$ cat src/rtl/mcu_pkg.sv
// Shared definitions for the MCU sequencer: FSM state encoding and sizing limits.
package mcu_pkg;

    localparam int DEFAULT_ADDR_W = 10;
    localparam int CONV_LAT_MAX   = 15;
    localparam int DRAIN_CNT_W    = $clog2(CONV_LAT_MAX + 1);

    typedef enum logic [2:0] {
        IDLE  = 3'd0,
        LOAD  = 3'd1,
        CONV  = 3'd2,
        DRAIN = 3'd3,
        DONE  = 3'd4
    } seqState_t;

endpackage

$ cat src/rtl/mcu_sequencer_if.sv
// Host/memory control bundle of the MCU sequencer.
// The i_abort signal exists only when MCU_SEQ_ABORT_EN is defined.
interface mcu_sequencer_if
    import mcu_pkg::*;
#(
    parameter int ADDR_W = DEFAULT_ADDR_W
);
    logic              i_start;
    logic [ADDR_W-1:0] i_length;
    logic              i_dataValid;
`ifdef MCU_SEQ_ABORT_EN
    logic              i_abort;
`endif
    logic              o_ready;
    logic              o_inputCtrl;
    logic              o_memCtrl;
    logic              o_convCtrl;
    logic              o_wrEn;
    logic [ADDR_W-1:0] o_wrAddr;
    logic [ADDR_W-1:0] o_rdAddr;
    logic              o_done;

`ifdef MCU_SEQ_ABORT_EN
    modport master (
        output i_start, i_length, i_dataValid, i_abort,
        input  o_ready, o_inputCtrl, o_memCtrl, o_convCtrl,
               o_wrEn, o_wrAddr, o_rdAddr, o_done
    );
    modport slave (
        input  i_start, i_length, i_dataValid, i_abort,
        output o_ready, o_inputCtrl, o_memCtrl, o_convCtrl,
               o_wrEn, o_wrAddr, o_rdAddr, o_done
    );
`else
    modport master (
        output i_start, i_length, i_dataValid,
        input  o_ready, o_inputCtrl, o_memCtrl, o_convCtrl,
               o_wrEn, o_wrAddr, o_rdAddr, o_done
    );
    modport slave (
        input  i_start, i_length, i_dataValid,
        output o_ready, o_inputCtrl, o_memCtrl, o_convCtrl,
               o_wrEn, o_wrAddr, o_rdAddr, o_done
    );
`endif

endinterface

$ cat src/rtl/mcu_delay_line.sv
// Flushable shift register delaying a {valid, address} word by DEPTH cycles.
module mcu_delay_line #(
    parameter int DEPTH = 3,
    parameter int WIDTH = 11
) (
    input  logic             clk,
    input  logic             rst,
    input  logic             flush,
    input  logic [WIDTH-1:0] dIn,
    output logic [WIDTH-1:0] dOut
);
    logic [WIDTH-1:0] stages [DEPTH];

    always_ff @(posedge clk or posedge rst) begin
        if (rst) begin
            for (int i = 0; i < DEPTH; i++) stages[i] <= '0;
        end else if (flush) begin
            for (int i = 0; i < DEPTH; i++) stages[i] <= '0;
        end else begin
            stages[0] <= dIn;
            for (int i = 1; i < DEPTH; i++) stages[i] <= stages[i-1];
        end
    end

    assign dOut = stages[DEPTH-1];

endmodule

$ cat src/rtl/mcu_sequencer.sv
// MCU sequencer: loads a column strip from the host, convolves it from the other bank, drains results.
// Defining MCU_SEQ_ABORT_EN adds the i_abort input and its return-to-IDLE path.
module mcu_sequencer
    import mcu_pkg::*;
#(
    parameter int N           = 2,
    parameter int BITS_IMAGEN = 8,
    parameter int ADDR_W      = DEFAULT_ADDR_W,
    parameter int CONV_LAT    = 3
) (
    input logic            i_clk,
    input logic            i_rst,
    mcu_sequencer_if.slave bus
);
    if (CONV_LAT < 1 || CONV_LAT > CONV_LAT_MAX || N < 1 || BITS_IMAGEN < 1) begin : gBadParams
        $error("mcu_sequencer: parameter out of range");
    end

    localparam logic [DRAIN_CNT_W-1:0] DRAIN_LAST = DRAIN_CNT_W'(CONV_LAT - 1);

    seqState_t              state, stateNext;
    logic [ADDR_W-1:0]      len, lenLast, wcnt, rcnt;
    logic [DRAIN_CNT_W-1:0] dcnt;
    logic                   bank, phase;
    logic                   latchLen, toggleBanks, abortReq, inConv;
    logic [ADDR_W:0]        wbWord;
    logic                   dlValid;
    logic [ADDR_W-1:0]      dlAddr;

`ifdef MCU_SEQ_ABORT_EN
    assign abortReq = bus.i_abort && (state != IDLE);
`else
    assign abortReq = 1'b0;
`endif

    assign lenLast = len - ADDR_W'(1);
    assign inConv  = (state == CONV) || (state == DRAIN);

    always_comb begin
        stateNext   = state;
        latchLen    = 1'b0;
        toggleBanks = 1'b0;
        case (state)
            IDLE: begin
                if (bus.i_start) begin
                    latchLen  = 1'b1;
                    stateNext = (bus.i_length == '0) ? DONE : LOAD;
                end
            end
            LOAD:    if (bus.i_dataValid && wcnt == lenLast) stateNext = CONV;
            CONV:    if (rcnt == lenLast) stateNext = DRAIN;
            DRAIN:   if (dcnt == DRAIN_LAST) stateNext = DONE;
            DONE: begin
                stateNext   = IDLE;
                toggleBanks = 1'b1;
            end
            default: stateNext = IDLE;
        endcase
        // Abort wins over everything and leaves bank/phase untouched.
        if (abortReq) begin
            stateNext   = IDLE;
            toggleBanks = 1'b0;
        end
    end

    always_ff @(posedge i_clk or posedge i_rst) begin
        if (i_rst) begin
            state <= IDLE;
            len   <= '0;
            wcnt  <= '0;
            rcnt  <= '0;
            dcnt  <= '0;
            bank  <= 1'b0;
            phase <= 1'b0;
        end else begin
            state <= stateNext;
            if (latchLen) len <= bus.i_length;
            if (stateNext != state) begin
                wcnt <= '0;
                rcnt <= '0;
                dcnt <= '0;
            end else begin
                if (state == LOAD && bus.i_dataValid) wcnt <= wcnt + 1'b1;
                if (state == CONV) rcnt <= rcnt + 1'b1;
                if (state == DRAIN) dcnt <= dcnt + 1'b1;
            end
            if (toggleBanks) begin
                bank  <= ~bank;
                phase <= ~phase;
            end
        end
    end

    // Each issued read re-emerges CONV_LAT cycles later as a write-back request.
    mcu_delay_line #(
        .DEPTH(CONV_LAT),
        .WIDTH(ADDR_W + 1)
    ) uWriteBack (
        .clk  (i_clk),
        .rst  (i_rst),
        .flush(abortReq),
        .dIn  ({state == CONV, rcnt}),
        .dOut (wbWord)
    );

    assign dlValid = wbWord[ADDR_W];
    assign dlAddr  = wbWord[ADDR_W-1:0];

    assign bus.o_ready     = (state == IDLE);
    assign bus.o_inputCtrl = inConv;
    assign bus.o_memCtrl   = (state == LOAD) ? bank : (inConv ? ~bank : 1'b0);
    assign bus.o_convCtrl  = (state == CONV) && phase;
    assign bus.o_wrEn      = (state == LOAD) ? bus.i_dataValid : (inConv && dlValid);
    assign bus.o_wrAddr    = (state == LOAD) ? wcnt : (inConv ? dlAddr : '0);
    assign bus.o_rdAddr    = (state == CONV) ? rcnt : '0;
    assign bus.o_done      = (state == DONE) && !abortReq;

endmodule
$ cat src/flat_wrapper.sv
// flat-port wrapper written by rule: the top's interface ports become plain ports
module mcu_sequencer_flat import mcu_pkg::*;
#(
    parameter int N           = 2,
    parameter int BITS_IMAGEN = 8,
    parameter int ADDR_W      = DEFAULT_ADDR_W,
    parameter int CONV_LAT    = 3
)
  (i_clk, i_rst, bus_i_start, bus_i_length, bus_i_dataValid, bus_o_ready, bus_o_inputCtrl, bus_o_memCtrl, bus_o_convCtrl, bus_o_wrEn, bus_o_wrAddr, bus_o_rdAddr, bus_o_done);
  mcu_sequencer_if #(.ADDR_W(ADDR_W)) bus_i ();
  input logic i_clk;
  input logic i_rst;
  input wire logic [$bits(bus_i.i_start)-1:0] bus_i_start;
  input wire logic [$bits(bus_i.i_length)-1:0] bus_i_length;
  input wire logic [$bits(bus_i.i_dataValid)-1:0] bus_i_dataValid;
  output wire logic [$bits(bus_i.o_ready)-1:0] bus_o_ready;
  output wire logic [$bits(bus_i.o_inputCtrl)-1:0] bus_o_inputCtrl;
  output wire logic [$bits(bus_i.o_memCtrl)-1:0] bus_o_memCtrl;
  output wire logic [$bits(bus_i.o_convCtrl)-1:0] bus_o_convCtrl;
  output wire logic [$bits(bus_i.o_wrEn)-1:0] bus_o_wrEn;
  output wire logic [$bits(bus_i.o_wrAddr)-1:0] bus_o_wrAddr;
  output wire logic [$bits(bus_i.o_rdAddr)-1:0] bus_o_rdAddr;
  output wire logic [$bits(bus_i.o_done)-1:0] bus_o_done;
  assign bus_i.i_start = bus_i_start;
  assign bus_i.i_length = bus_i_length;
  assign bus_i.i_dataValid = bus_i_dataValid;
  assign bus_o_ready = bus_i.o_ready;
  assign bus_o_inputCtrl = bus_i.o_inputCtrl;
  assign bus_o_memCtrl = bus_i.o_memCtrl;
  assign bus_o_convCtrl = bus_i.o_convCtrl;
  assign bus_o_wrEn = bus_i.o_wrEn;
  assign bus_o_wrAddr = bus_i.o_wrAddr;
  assign bus_o_rdAddr = bus_i.o_rdAddr;
  assign bus_o_done = bus_i.o_done;
  mcu_sequencer #(.N(N), .BITS_IMAGEN(BITS_IMAGEN), .ADDR_W(ADDR_W), .CONV_LAT(CONV_LAT)) u_core (.i_clk(i_clk), .i_rst(i_rst), .bus(bus_i));
endmodule
$ cat config.mk
export PLATFORM = sky130hd
export DESIGN_NAME = mcu_sequencer_flat
export DESIGN_NICKNAME = d
export VERILOG_FILES = /design/src/rtl/mcu_pkg.sv /design/src/rtl/mcu_sequencer_if.sv /design/src/rtl/mcu_delay_line.sv /design/src/rtl/mcu_sequencer.sv /design/src/flat_wrapper.sv
export SDC_FILE = /design/constraint.sdc
export NUM_CORES = 1
export LEC_CHECK = 0
export CAP_MARGIN = 20
export CELL_PAD_IN_SITES_DETAIL_PLACEMENT = 0
export CELL_PAD_IN_SITES_GLOBAL_PLACEMENT = 2
export CORE_ASPECT_RATIO = 0.75
export CORE_MARGIN = 1.5
export CORE_UTILIZATION = 37
export DETAILED_ROUTE_END_ITERATION = 8
export PLACE_DENSITY = 0.87
export SYNTH_ARGS = -nofsm -noshare
export SYNTH_HDL_FRONTEND = slang
export SYNTH_HIERARCHICAL = 1
export SYNTH_SLANG_ARGS = --single-unit
$ cat constraint.sdc
create_clock -name i_clk -period 2.8 [get_ports i_clk]
set_clock_uncertainty 0.05 [all_clocks]
set_input_delay 0.56 -clock i_clk [delete_from_list [all_inputs] [get_ports i_clk]]
set_output_delay 0.56 -clock i_clk [all_outputs]
set_load 0.01 [all_outputs]
==> metrics.md, run 1 <==
| Metric | Value |
|---|---|
| Hold_buf cts | 0 |
| Synth top area cells | dfrtp_1 (46%), nor2b_1 (5.5%), xor2_1 (5.0%) |
| Final nets | 431 |
| Vias/cell | 5.024 |
| CP max FO | 12 |
| Total track usage | 17.19% |
| Remaining antenna violation count | 0 |
| Xor and xnor area share after synthesis | 11.61% |
| Static leakage | 2.068 nW |
| R2R setup slack | ~0.34 ns |
| CP Class | reg -> out |
| Filler cell count | roughly 1000 |
| Status | complete, no violations |
| Detailed placement HPWL | 6287 um |
| Die height | approximately 92 um |
| Largest net degree at the start of global routing | 40 |
| TNS Setup | 0 ns |
| Die area | 11150 sq um |
| Worst R2R Start | u_core/len[1] |
| Post-Syn Area | 3891 sq um |
| CTS tree | built |
| Synth warn | 6 |
| Share of cells above drive strength 1 | 10.10% |
| Core ar. | ~10000 sq um |
| CTS Buf Count | 9 |
| CTS H-tree depth | 3 |
| Synth async-reset ratio | 100.0% |
| Starting Density | 37.96% |
| DRT iter0 DRCs | 191 |
| VDD IR max | 0.0003297 V |
| Worst Max-Slew Pin Slew | ~0.56 ns |
| Pwr/cell area | 830.0 nW/um^2 |
| CP arrival | 2.06 ns |
| Share of the synthesized area in the top cell type | 46.30% |
| Post-synthesis register bit count | approximately 70 |
| IO buf count | 39 |
| Sequential area share after synthesis | 46.30% |
| Simple-Gate Fraction of Synth Area | 25.59% |
| Latest clock arrival within the worst-skew pair | 0.33 ns |
| First drt pass iteration count | 4 |
| Syn Inst Count | around 380 |
| Crit path capture | bus_o_wrEn |
| Root buffer cell | clkbuf_16 |
| Setup crit start kind | register |
| Max cap viols | 0 |
| Residual DRC | 0 |
| Max Root-Sink Buffers | 2 |
| Post-synthesis adder-cell area fraction | around 1.6% |
| Final wirelength | roughly 8700 um |
| Die X | 121.4 um |
| GR Overflow Total | 0 |
| Clock transition at path regs | 0.06 ns |
| Tmin final | 2.671 ns |
| Diodes inserted | 0 |
| Setup crit end kind | output port |
| Library cells used by synthesis | 52 |
| Hold WS | 0.4093 ns |
| Io pins | 40 |
| Routability cong. | 0.8971 |
| Via count | 2773 |
| Num rows | 32 |
| Most numerous cell in the Yosys netlist | dfrtp_1 |
| Initial antenna violation count | 0 |
| Reg2Reg Depth | 9 |
| Routed wire per std cell | ~16 um |
| Most frequent cells after synthesis | dfrtp_1 (72), nand2_1 (39), nor2b_1 (34) |
| Max transition margin | 62.79% |
| Compound-Gate Fraction of Synth Area | roughly 7.4% |
| Area leader, netlist | dfrtp_1 |
| Number of flops mapped to enable cells by yosys | 0 |
| Max Slew Vio Count | 0 |
| Post-synthesis mux area share | between 1 and 1.5% |
| Hold Crit Class | reg -> reg |
| Fmax | between 0.3 and 0.4 GHz |
| Global-route wire length before repair | roughly 14000 um |
| CP required | 2.19 ns |
| Reg-to-Reg End | u_core/rcnt[8] |
| Syn_area_per_cell | 10.21 sq um |
| Combinational family with the most area after synthesis | simple AND/OR/NAND/NOR gates |
| Total Power | about 0.0039 W |
| P&R area growth vs syn | 19.58% |
| CTS sink count | 72 |
| Setup Viol. Count Final | 0 |
| Number of hold violations in the final report | 0 |
| Vias in the first global route | 2711 |
| RSZ-0062 raised after global routing | no |
| Origin of the worst setup path | u_core/state[0] |
| Final Cycle Share | 95.38% |
| Top FF cell, synth | dfrtp_1 |
-- where the power goes --
part	switching [W]	internal [W]	leakage [nW]	total, W
combinational	0.000692	0.000693	0.953	0.00138
sequential	0.000270	0.00117	0.979	0.00144
clock	0.000437	0.000600	0.136	0.00104
-- state kept, by name (all words and copies together), names as in the netlist --
name	cells
u_core/wcnt	10
u_core/bank	1
u_core/state	3
u_core/rcnt	10
u_core/dcnt	4
u_core/uWriteBack/stages	22
u_core/len	10
u_core/phase	1
u_core/uWriteBack/dOut	11
-- logic make-up after synthesis --
kind of cell | Yosys count
buffers and inverters | 42
multiplexers | 4
other | 1
AND/OR/NAND/NOR | 175
adder cells (fa/ha/maj) | 5
flip-flops | 72
AO/OA/AOI/OAI | 36
XOR/XNOR | 46
-- cell type report --
cell class	count	area [sq um]	area share, %
Multi-Input combinational cell	272	1866	40.09
Sequential cell	72	1803	38.75
Timing Repair Buffer	52	525.5	11.29
Clock buffer	9	225.2	4.840
Tap cell	136	170.2	3.657
Clock inverter	6	45.04	0.9680
Inverter	5	18.77	0.4033
-- through the flow --
| step | utilization, % | std cells | cell area (sq um) | worst slack (ns) |
|---|---|---|---|---|
| 3_5_place_dp | 42.70 | 537 | 4377 | 0.2743 |
| 2_1_floorplan | - | 386 | 3910 | 0.3622 |
| 3_3_place_gp | 42.70 | 537 | 4377 | 0.2927 |
| 5_1_grt | 45.40 | 552 | 4653 | 0.003961 |
| 4_1_cts | 45.35 | 552 | 4648 | 0.04269 |
| 6_report | 45.40 | 552 | 4653 | 0.1294 |
-- layer usage --
layer  up-vias  part of all wire, %  GRT usage (%)
li1       1358                    -              -
met1      1340                   50          25.90
met2        71                   44          24.06
met3         4                  5.7          4.602
met4         0                 0.54          4.706
met5         -                    0              0
-- worst max-delay path, cell delays in order, from the launching register on --
cell and delay, ns:
dfrtp_2 0.46, nor3b_2 0.22, buf_4 0.21, and2_1 0.16, a21o_1 0.13, clkdlybuf4s50_1 0.54
-- timing repair --
item                       in CTS  in global routing
resized for setup               1                  1
setup buffers                   0                  0
setup endpoints to repair       1                  1
-- placed cells by master, fill, tap and decap left out, types with 3 or more instances in the layout --
cell and n:
nor2b_1 34, mux2i_1 3, nor4_1 24, a21oi_1 5, xor2_1 22, xnor2_1 20, conb_1 6, and3_1 4
clkdlybuf4s50_1 39, nor3b_1 3, nor2_1 14, dfrtp_1 71, nand4_1 4, nand2_1 39, or3_1 4, nor3_1 5
xnor3_1 3, o21ai_0 5, buf_4 10, nand3_1 15, ha_1 5, a21o_1 4, inv_1 5, buf_12 3
clkbuf_16 9, a22o_1 10, and2_1 13
-- how the worst min path moves through the flow --
| stage | start | to | slack [ns] | cells past startpoint |
|---|---|---|---|---|
| 6_report | u_core/uWriteBack/stages[16] | u_core/uWriteBack/dOut[5] | 0.41 | 1 |
| 3_5_place_dp | u_core/uWriteBack/stages[13] | u_core/uWriteBack/dOut[2] | 0.40 | 1 |
| 2_1_floorplan | u_core/phase | u_core/phase | 0.38 | 1 |
| 3_3_place_gp | u_core/uWriteBack/stages[16] | u_core/uWriteBack/dOut[5] | 0.40 | 1 |
| 4_1_cts | u_core/uWriteBack/stages[13] | u_core/uWriteBack/dOut[2] | 0.42 | 1 |
| 5_1_grt | u_core/uWriteBack/stages[16] | u_core/uWriteBack/dOut[5] | 0.43 | 1 |
(Power assumes the default switching activity.)
==> run 2: changes to the inputs <==
--- a/config.mk
+++ b/config.mk
@@ -5,6 +5,7 @@
 export SDC_FILE = /design/constraint.sdc
 export NUM_CORES = 1
 export LEC_CHECK = 0
+export ABC_CLOCK_PERIOD_IN_PS = 2800
 export CAP_MARGIN = 20
 export CELL_PAD_IN_SITES_DETAIL_PLACEMENT = 0
 export CELL_PAD_IN_SITES_GLOBAL_PLACEMENT = 2
@@ -12,7 +13,7 @@
 export CORE_MARGIN = 1.5
 export CORE_UTILIZATION = 37
 export DETAILED_ROUTE_END_ITERATION = 8
-export PLACE_DENSITY = 0.87
+export PLACE_DENSITY = 0.8
 export SYNTH_ARGS = -nofsm -noshare
 export SYNTH_HDL_FRONTEND = slang
 export SYNTH_HIERARCHICAL = 1
==> run 2 against run 1 <==
Effect of this change: wire length grew 3.8%; sequential cell count is the same; largest cell class unchanged; largest power group unchanged; first-iteration DRC count shrank 17%; via count grew 1.7%; highest routed layer unchanged; global-route usage grew 0.49 points; clock power grew 13%; final cell count grew 0.54%; total power grew 3.7%; sequential power is essentially flat; fmax shrank 1.1%; register-to-register slack lost 0.08 ns.
==> metrics.md, run 2 (synthesis results as in run 1) <==
| Metric | Value |
|---|---|
| Status | complete, no violations |
| Most frequent cells in the layout | dfrtp_1 (72), clkdlybuf4s50_1 (39), nand2_1 (39), nor2b_1 (34), nor4_1 (24) |
| Die X | 121.4 um (unchanged) |
| Setup Viol. Count Final | 0 (unchanged) |
| CP arrival | 2.09 ns (+0.03 ns) |
| DRT iter0 DRCs | 159 (-17%) |
| Setup crit start kind | register |
| Hold Crit Class | reg -> reg |
| Clock transition at path regs | 0.06 ns (about the same) |
| Final Cycle Share | 96.39% (+1.0 points) |
| CP top delay family | buffers and inverters |
| Critical path cell sequence | nor3b_2 -> buf_4 -> a22o_1 -> clkdlybuf4s50_1 |
| Static leakage | 2.093 nW (+1.2%) |
| Initial antenna violation count | 0 (unchanged) |
| Total track usage | 17.68% (+0.49 points) |
| Slowest library cell on the worst path | clkdlybuf4s50_1 |
| Max Root-Sink Buffers | 2 (unchanged) |
| Max stage delay on crit path | 0.54 ns (about the same) |
| Largest reg by FF count | u_core/uWriteBack/stages |
| Origin of the worst setup path | u_core/state[0] |
| Most common cell after layout, fill and taps aside | dfrtp_1 |
| Detailed placement HPWL | 6411 um (+2.0%) |
| GR Overflow Total | 0 (unchanged) |
| Latest clock arrival within the worst-skew pair | 0.33 ns (about the same) |
| Final nets | 433 (+0.46%) |
| Io pins | 40 (unchanged) |
| CP max FO | 12 (unchanged) |
| CTS tree | built |
| Vias/cell | 5.081 (+1.1%) |
| Worst R2R Start | u_core/len[2] |
| Max Slew Vio Count | 0 (unchanged) |
| Core ar. | 10250 sq um (unchanged) |
| Max reg flops | 22 (unchanged) |
| Hold_buf cts | 0 (unchanged) |
| Number of hold violations in the final report | 0 (unchanged) |
| Max cap viols | 0 (unchanged) |
| CTS sink count | 72 (unchanged) |
| Max transition margin | 61.21% (-1.6 points) |
| Pwr/cell area | 851.8 nW/um^2 (+2.6%) |
| CP Class | reg -> out |
| Routed wire per std cell | 16.29 um (+3.2%) |
| IO buf count | 39 (unchanged) |
| Routability cong. | 0.7803 (-13%) |
| RSZ-0062 raised after global routing | no |
| Worst Max-Slew Pin Slew | 0.5806 ns (+0.02368 ns) |
| First drt pass iteration count | 4 (unchanged) |
| Min-delay src | u_core/uWriteBack/stages[11] |
| Total Power | 0.004004 W (+3.7%) |
| Die height | 91.81 um (unchanged) |
| Global-route wire length before repair | 14990 um (+3.8%) |
| Root buffer cell | clkbuf_16 |
| VDD IR max | 0.0003435 V (+4.2%) |
| Num rows | 32 (unchanged) |
| Hold WS | 0.4123 ns (+0.002967 ns) |
| CTS H-tree depth | 3 (unchanged) |
| TNS Setup | 0 ns (unchanged) |
| Via count | 2820 (+1.7%) |
| P&R area growth vs syn | 20.80% |
| Die area | 11150 sq um (unchanged) |
| Worst path buffer plus inverter count | 2 (unchanged) |
| Share of cells above drive strength 1 | 10.74% (+0.64 points) |
| Final wirelength | 9041 um (+3.8%) |
| CP required | 2.19 ns (about the same) |
| Setup crit end kind | output port |
| Starting Density | 37.96% (unchanged) |
| Largest net degree at the start of global routing | 40 (unchanged) |
| CTS Buf Count | 9 (unchanged) |
| Vias in the first global route | 2771 (+2.2%) |
| Fmax | 0.3705 GHz (-1.1%) |
| Diodes inserted | 0 (unchanged) |
| Post-CTS setup repair buffer count | 0 (unchanged) |
| Residual DRC | 0 (unchanged) |
| Remaining antenna violation count | 0 (unchanged) |
| Tmin final | 2.699 ns (+0.02844 ns) |
[run 2: changes by cell type in the layout (fill, tap and decap cells not counted), sizes merged]
cell	before	now
inv	7	8
buf	13	15
bufinv	0	1
clkinvlp	0	1
clkinv	4	2
[run 2: power breakdown]
part | leakage (nW) | switching, W | internal (W)
combinational | 0.963 | 0.000697 | 0.000690
clock | 0.150 | 0.000471 | 0.000708
sequential | 0.980 | 0.000270 | 0.00117
total | 2.09 | 0.00144 | 0.00257
[run 2: final timing paths]
| path | slack, ns | to | depth (start not counted) |
|---|---|---|---|
| hold / removal | 0.41 | u_core/uWriteBack/dOut[0] | 1 |
| setup / recovery | 0.10 | bus_o_wrAddr[6] | 4 |
| max in group asynchronous | 1.69 | u_core/rcnt[9] | 3 |
| min in group asynchronous | 0.59 | u_core/uWriteBack/dOut[9] | 3 |
| setup reg to reg | 0.26 | u_core/rcnt[5] | 7 |
| hold reg to reg | 0.41 | u_core/uWriteBack/dOut[0] | 1 |
[run 2: cell type report]
class	count	area, sq um
clock inverter	7	86.33
sequential	72	1802
fill	1021	5549
multi-input combinational	272	1871
tap	136	170.2
timing repair buffer	54	528.0
inverter	5	18.77
clock buffer	9	225.2
[run 2: layer usage]
metal	global-route usage (%)	part of all wire [%]	vias up
met4	4.706	0.82	0
met1	27.33	51	1381
met5	0	0	-
li1	-	-	1368
met2	24.53	43	64
met3	4.042	4.6	7
[run 2: timing repair]
action | CTS | global route
setup endpoints to repair | 10 | 24
gates resized for setup | 1 | 1
hold endpoints to repair | 0 | 0
[run 2: per-stage QoR]
stage | util (%) | setup slack (ns) | cell area (sq um) | cells
finish | 45.86 | 0.1010 | 4701 | 555
global placement | 42.72 | 0.2498 | 4379 | 539
floorplan | - | 0.3622 | 3910 | 386
global route | 45.86 | 0.002882 | 4701 | 555
CTS | 45.81 | 0.09166 | 4696 | 555
detailed placement | 42.72 | 0.2524 | 4379 | 539
==> run 3: changes to the inputs <==
--- a/config.mk
+++ b/config.mk
@@ -9,10 +9,11 @@
 export CAP_MARGIN = 20
 export CELL_PAD_IN_SITES_DETAIL_PLACEMENT = 0
 export CELL_PAD_IN_SITES_GLOBAL_PLACEMENT = 2
-export CORE_ASPECT_RATIO = 0.75
+export CORE_ASPECT_RATIO = 0.5
 export CORE_MARGIN = 1.5
 export CORE_UTILIZATION = 37
 export DETAILED_ROUTE_END_ITERATION = 8
+export HOLD_SLACK_MARGIN = 0.06
 export PLACE_DENSITY = 0.8
 export SYNTH_ARGS = -nofsm -noshare
 export SYNTH_HDL_FRONTEND = slang
==> run 3 against run 2 <==
Effect of this change: sequential cell count unchanged; highest routed layer unchanged; clock power down 8%; worst hold slack worse by 0.0066 ns; clock-buffer cell count unchanged; via count down 0.14%.
==> metrics.md, run 3 (synthesis results as in run 1) <==
| Metric | Value |
|---|---|
| Status | complete, no violations |
| Via count | 2816 (-0.14%) |
| Min-delay src | u_core/uWriteBack/stages[27] |
| Worst Max-Slew Pin Slew | 0.5189 ns (-0.06168 ns) |
| Max Slew Vio Count | 0 (unchanged) |
| Fmax | 0.3743 GHz (+1.0%) |
| VDD IR max | 0.0003227 V (-6.1%) |
| Final Cycle Share | 95.41% (-0.98 points) |
| Fin util | 46.04% (+0.18 points) |
| Max Root-Sink Buffers | 2 (unchanged) |
| Die area | 11180 sq um (+0.28%) |
| Tmin final | 2.671 ns (-0.02754 ns) |
| Hold Crit Class | reg -> reg |
| Number of hold violations in the final report | 0 (unchanged) |
| Routed wire per std cell | 15.87 um (-2.6%) |
| Final nets | 433 (unchanged) |
| Most frequent cells in the layout | dfrtp_1 (72), clkdlybuf4s50_1 (39), nand2_1 (39), nor2b_1 (34), nor4_1 (24) |
| Setup crit end kind | output port |
| Die X | 148.0 um (+22%) |
| Routability cong. | 0.8569 (+9.8%) |
| M1 wire length | 4304 um (-7.5%) |
| IO buf count | 39 (unchanged) |
| CP top delay family | buffers and inverters |
| Most common cell after layout, fill and taps aside | dfrtp_1 |
| Hold_buf cts | 0 (unchanged) |
| Share of cells above drive strength 1 | 10.50% (-0.24 points) |
| Filler cell count | 978 (-4.2%) |
| Reg-to-Reg End | u_core/wcnt[0] |
| Reg2Reg Depth | 7 (unchanged) |
| Num rows | 26 (-19%) |
| R2R setup slack | 0.37 ns (+0.11 ns) |
| GR Overflow Total | 0 (unchanged) |
| Pwr/cell area | 840.2 nW/um^2 (-1.4%) |
| Core ar. | 10210 sq um (-0.34%) |
| Largest reg by FF count | u_core/uWriteBack/stages |
| Total track usage | 17.30% (-0.39 points) |
| TNS Setup | 0 ns (unchanged) |
| RSZ-0062 raised after global routing | no |
| CP Class | reg -> out |
| Placed insts | 542 (+0.56%) |
| Remaining antenna violation count | 0 (unchanged) |
| Max transition margin | 65.33% (+4.1 points) |
| Max stage delay on crit path | 0.57 ns (+0.03 ns) |
| Met3 wire length | 449 um (+7.7%) |
| Detailed placement HPWL | 6426 um (+0.23%) |
| Uppermost routed layer | met4 |
| Setup Viol. Count Final | 0 (unchanged) |
| Final wirelength | 8872 um (-1.9%) |
| CP arrival | 2.06 ns (-0.03 ns) |
| Starting Density | 38.09% (+0.13 points) |
| P&R area growth vs syn | 20.87% (about the same) |
| Met2 WL post-DR | 4001 um (+2.7%) |
| Initial antenna violation count | 0 (unchanged) |
| CTS Buf Count | 9 (unchanged) |
| Setup crit start kind | register |
| CP max FO | 15 (+3) |
| Latest clock arrival within the worst-skew pair | 0.34 ns (about the same) |
| Worst Hold End | u_core/uWriteBack/stages[16] |
| Static leakage | 2.082 nW (-0.56%) |
| Critical path cell sequence | nor3b_4 -> buf_12 -> and2_1 -> clkdlybuf4s50_1 |
| CTS sink count | 72 (unchanged) |
| Global-route wire length before repair | 14410 um (-3.9%) |
| Worst R2R Start | u_core/len[2] |
| CP required | 2.19 ns (about the same) |
| Die height | 75.52 um (-18%) |
| Diodes inserted | 0 (unchanged) |
| CTS H-tree depth | 3 (unchanged) |
| CTS tree | built |
| Worst path buffer plus inverter count | 2 (unchanged) |
| Fin cells | 559 (+0.72%) |
| DRT iter0 DRCs | 203 (+28%) |
| Vias in the first global route | 2731 (-1.4%) |
| Clock transition at path regs | 0.06 ns (about the same) |
| Vias/cell | 5.038 (-0.86%) |
| Total Power | 0.003952 W (-1.3%) |
| Io pins | 40 (unchanged) |
| First drt pass iteration count | 4 (unchanged) |
| Residual DRC | 0 (unchanged) |
| Root buffer cell | clkbuf_16 |
| Max reg flops | 22 (unchanged) |
| Max cap viols | 0 (unchanged) |
| Slowest library cell on the worst path | clkdlybuf4s50_1 |
| Largest net degree at the start of global routing | 40 (unchanged) |
| Hold Path Depth | 1 (unchanged) |
==> run 3: cell types whose count changed in the layout (fill, tap and decap cells not counted), sizes merged <==
cell	delta
bufinv	-1
clkinvlp	+1
clkinv	-1
inv	+1
==> run 3: worst max path at each step <==
stage	from	end	slack (ns)	depth (start not counted)
after floorplan	u_core/len[0]	u_core/rcnt[2]	0.36	11
after global placement	bus_i_dataValid	bus_o_wrEn	0.30	4
after detailed placement	bus_i_dataValid	bus_o_wrEn	0.29	4
after CTS	u_core/state[0]	bus_o_wrAddr[4]	0.05	4
after global routing	u_core/state[1]	bus_o_rdAddr[2]	0.01	4
final	u_core/state[2]	bus_o_rdAddr[2]	0.13	4
==> run 3: power breakdown <==
part	internal, W	switching [W]
clock network	0.000619	0.000476
logic	0.000708	0.000700
registers	0.00117	0.000281
total	0.00250	0.00146
==> run 3: layout make-up <==
cell class / instances / area, sq um / area share, %
multi-input combinational: 272 / 1878 / 39.93
sequential: 72 / 1802 / 38.31
timing repair buffer: 54 / 540.5 / 11.49
clock buffer: 9 / 225.2 / 4.789
tap: 140 / 175.2 / 3.724
clock inverter: 7 / 63.81 / 1.357
inverter: 5 / 18.77 / 0.3990
==> run 3: stage by stage <==
step / hold WS, ns / setup WS (ns) / cell area, sq um
floorplan: 0.3836 / 0.3622 / 3910
global placement: 0.3968 / 0.2999 / 4394
detailed placement: 0.3972 / 0.2948 / 4394
CTS: 0.4090 / 0.04711 / 4690
global route: 0.4350 / 0.01472 / 4703
finish: 0.4057 / 0.1285 / 4703
==> run 3: timing repair <==
item	in CTS	in global routing
resized for setup	1	1
buffers inserted	0	1
setup endpoints to repair	11	11
==> run 3: metal layers <==
metal | vias to the layer above | global-route usage, %
li1 | 1363 | -
met3 | 6 | 4.850
met2 | 61 | 26.58
met4 | 0 | 7.591
met1 | 1386 | 23.28
met5 | - | 0
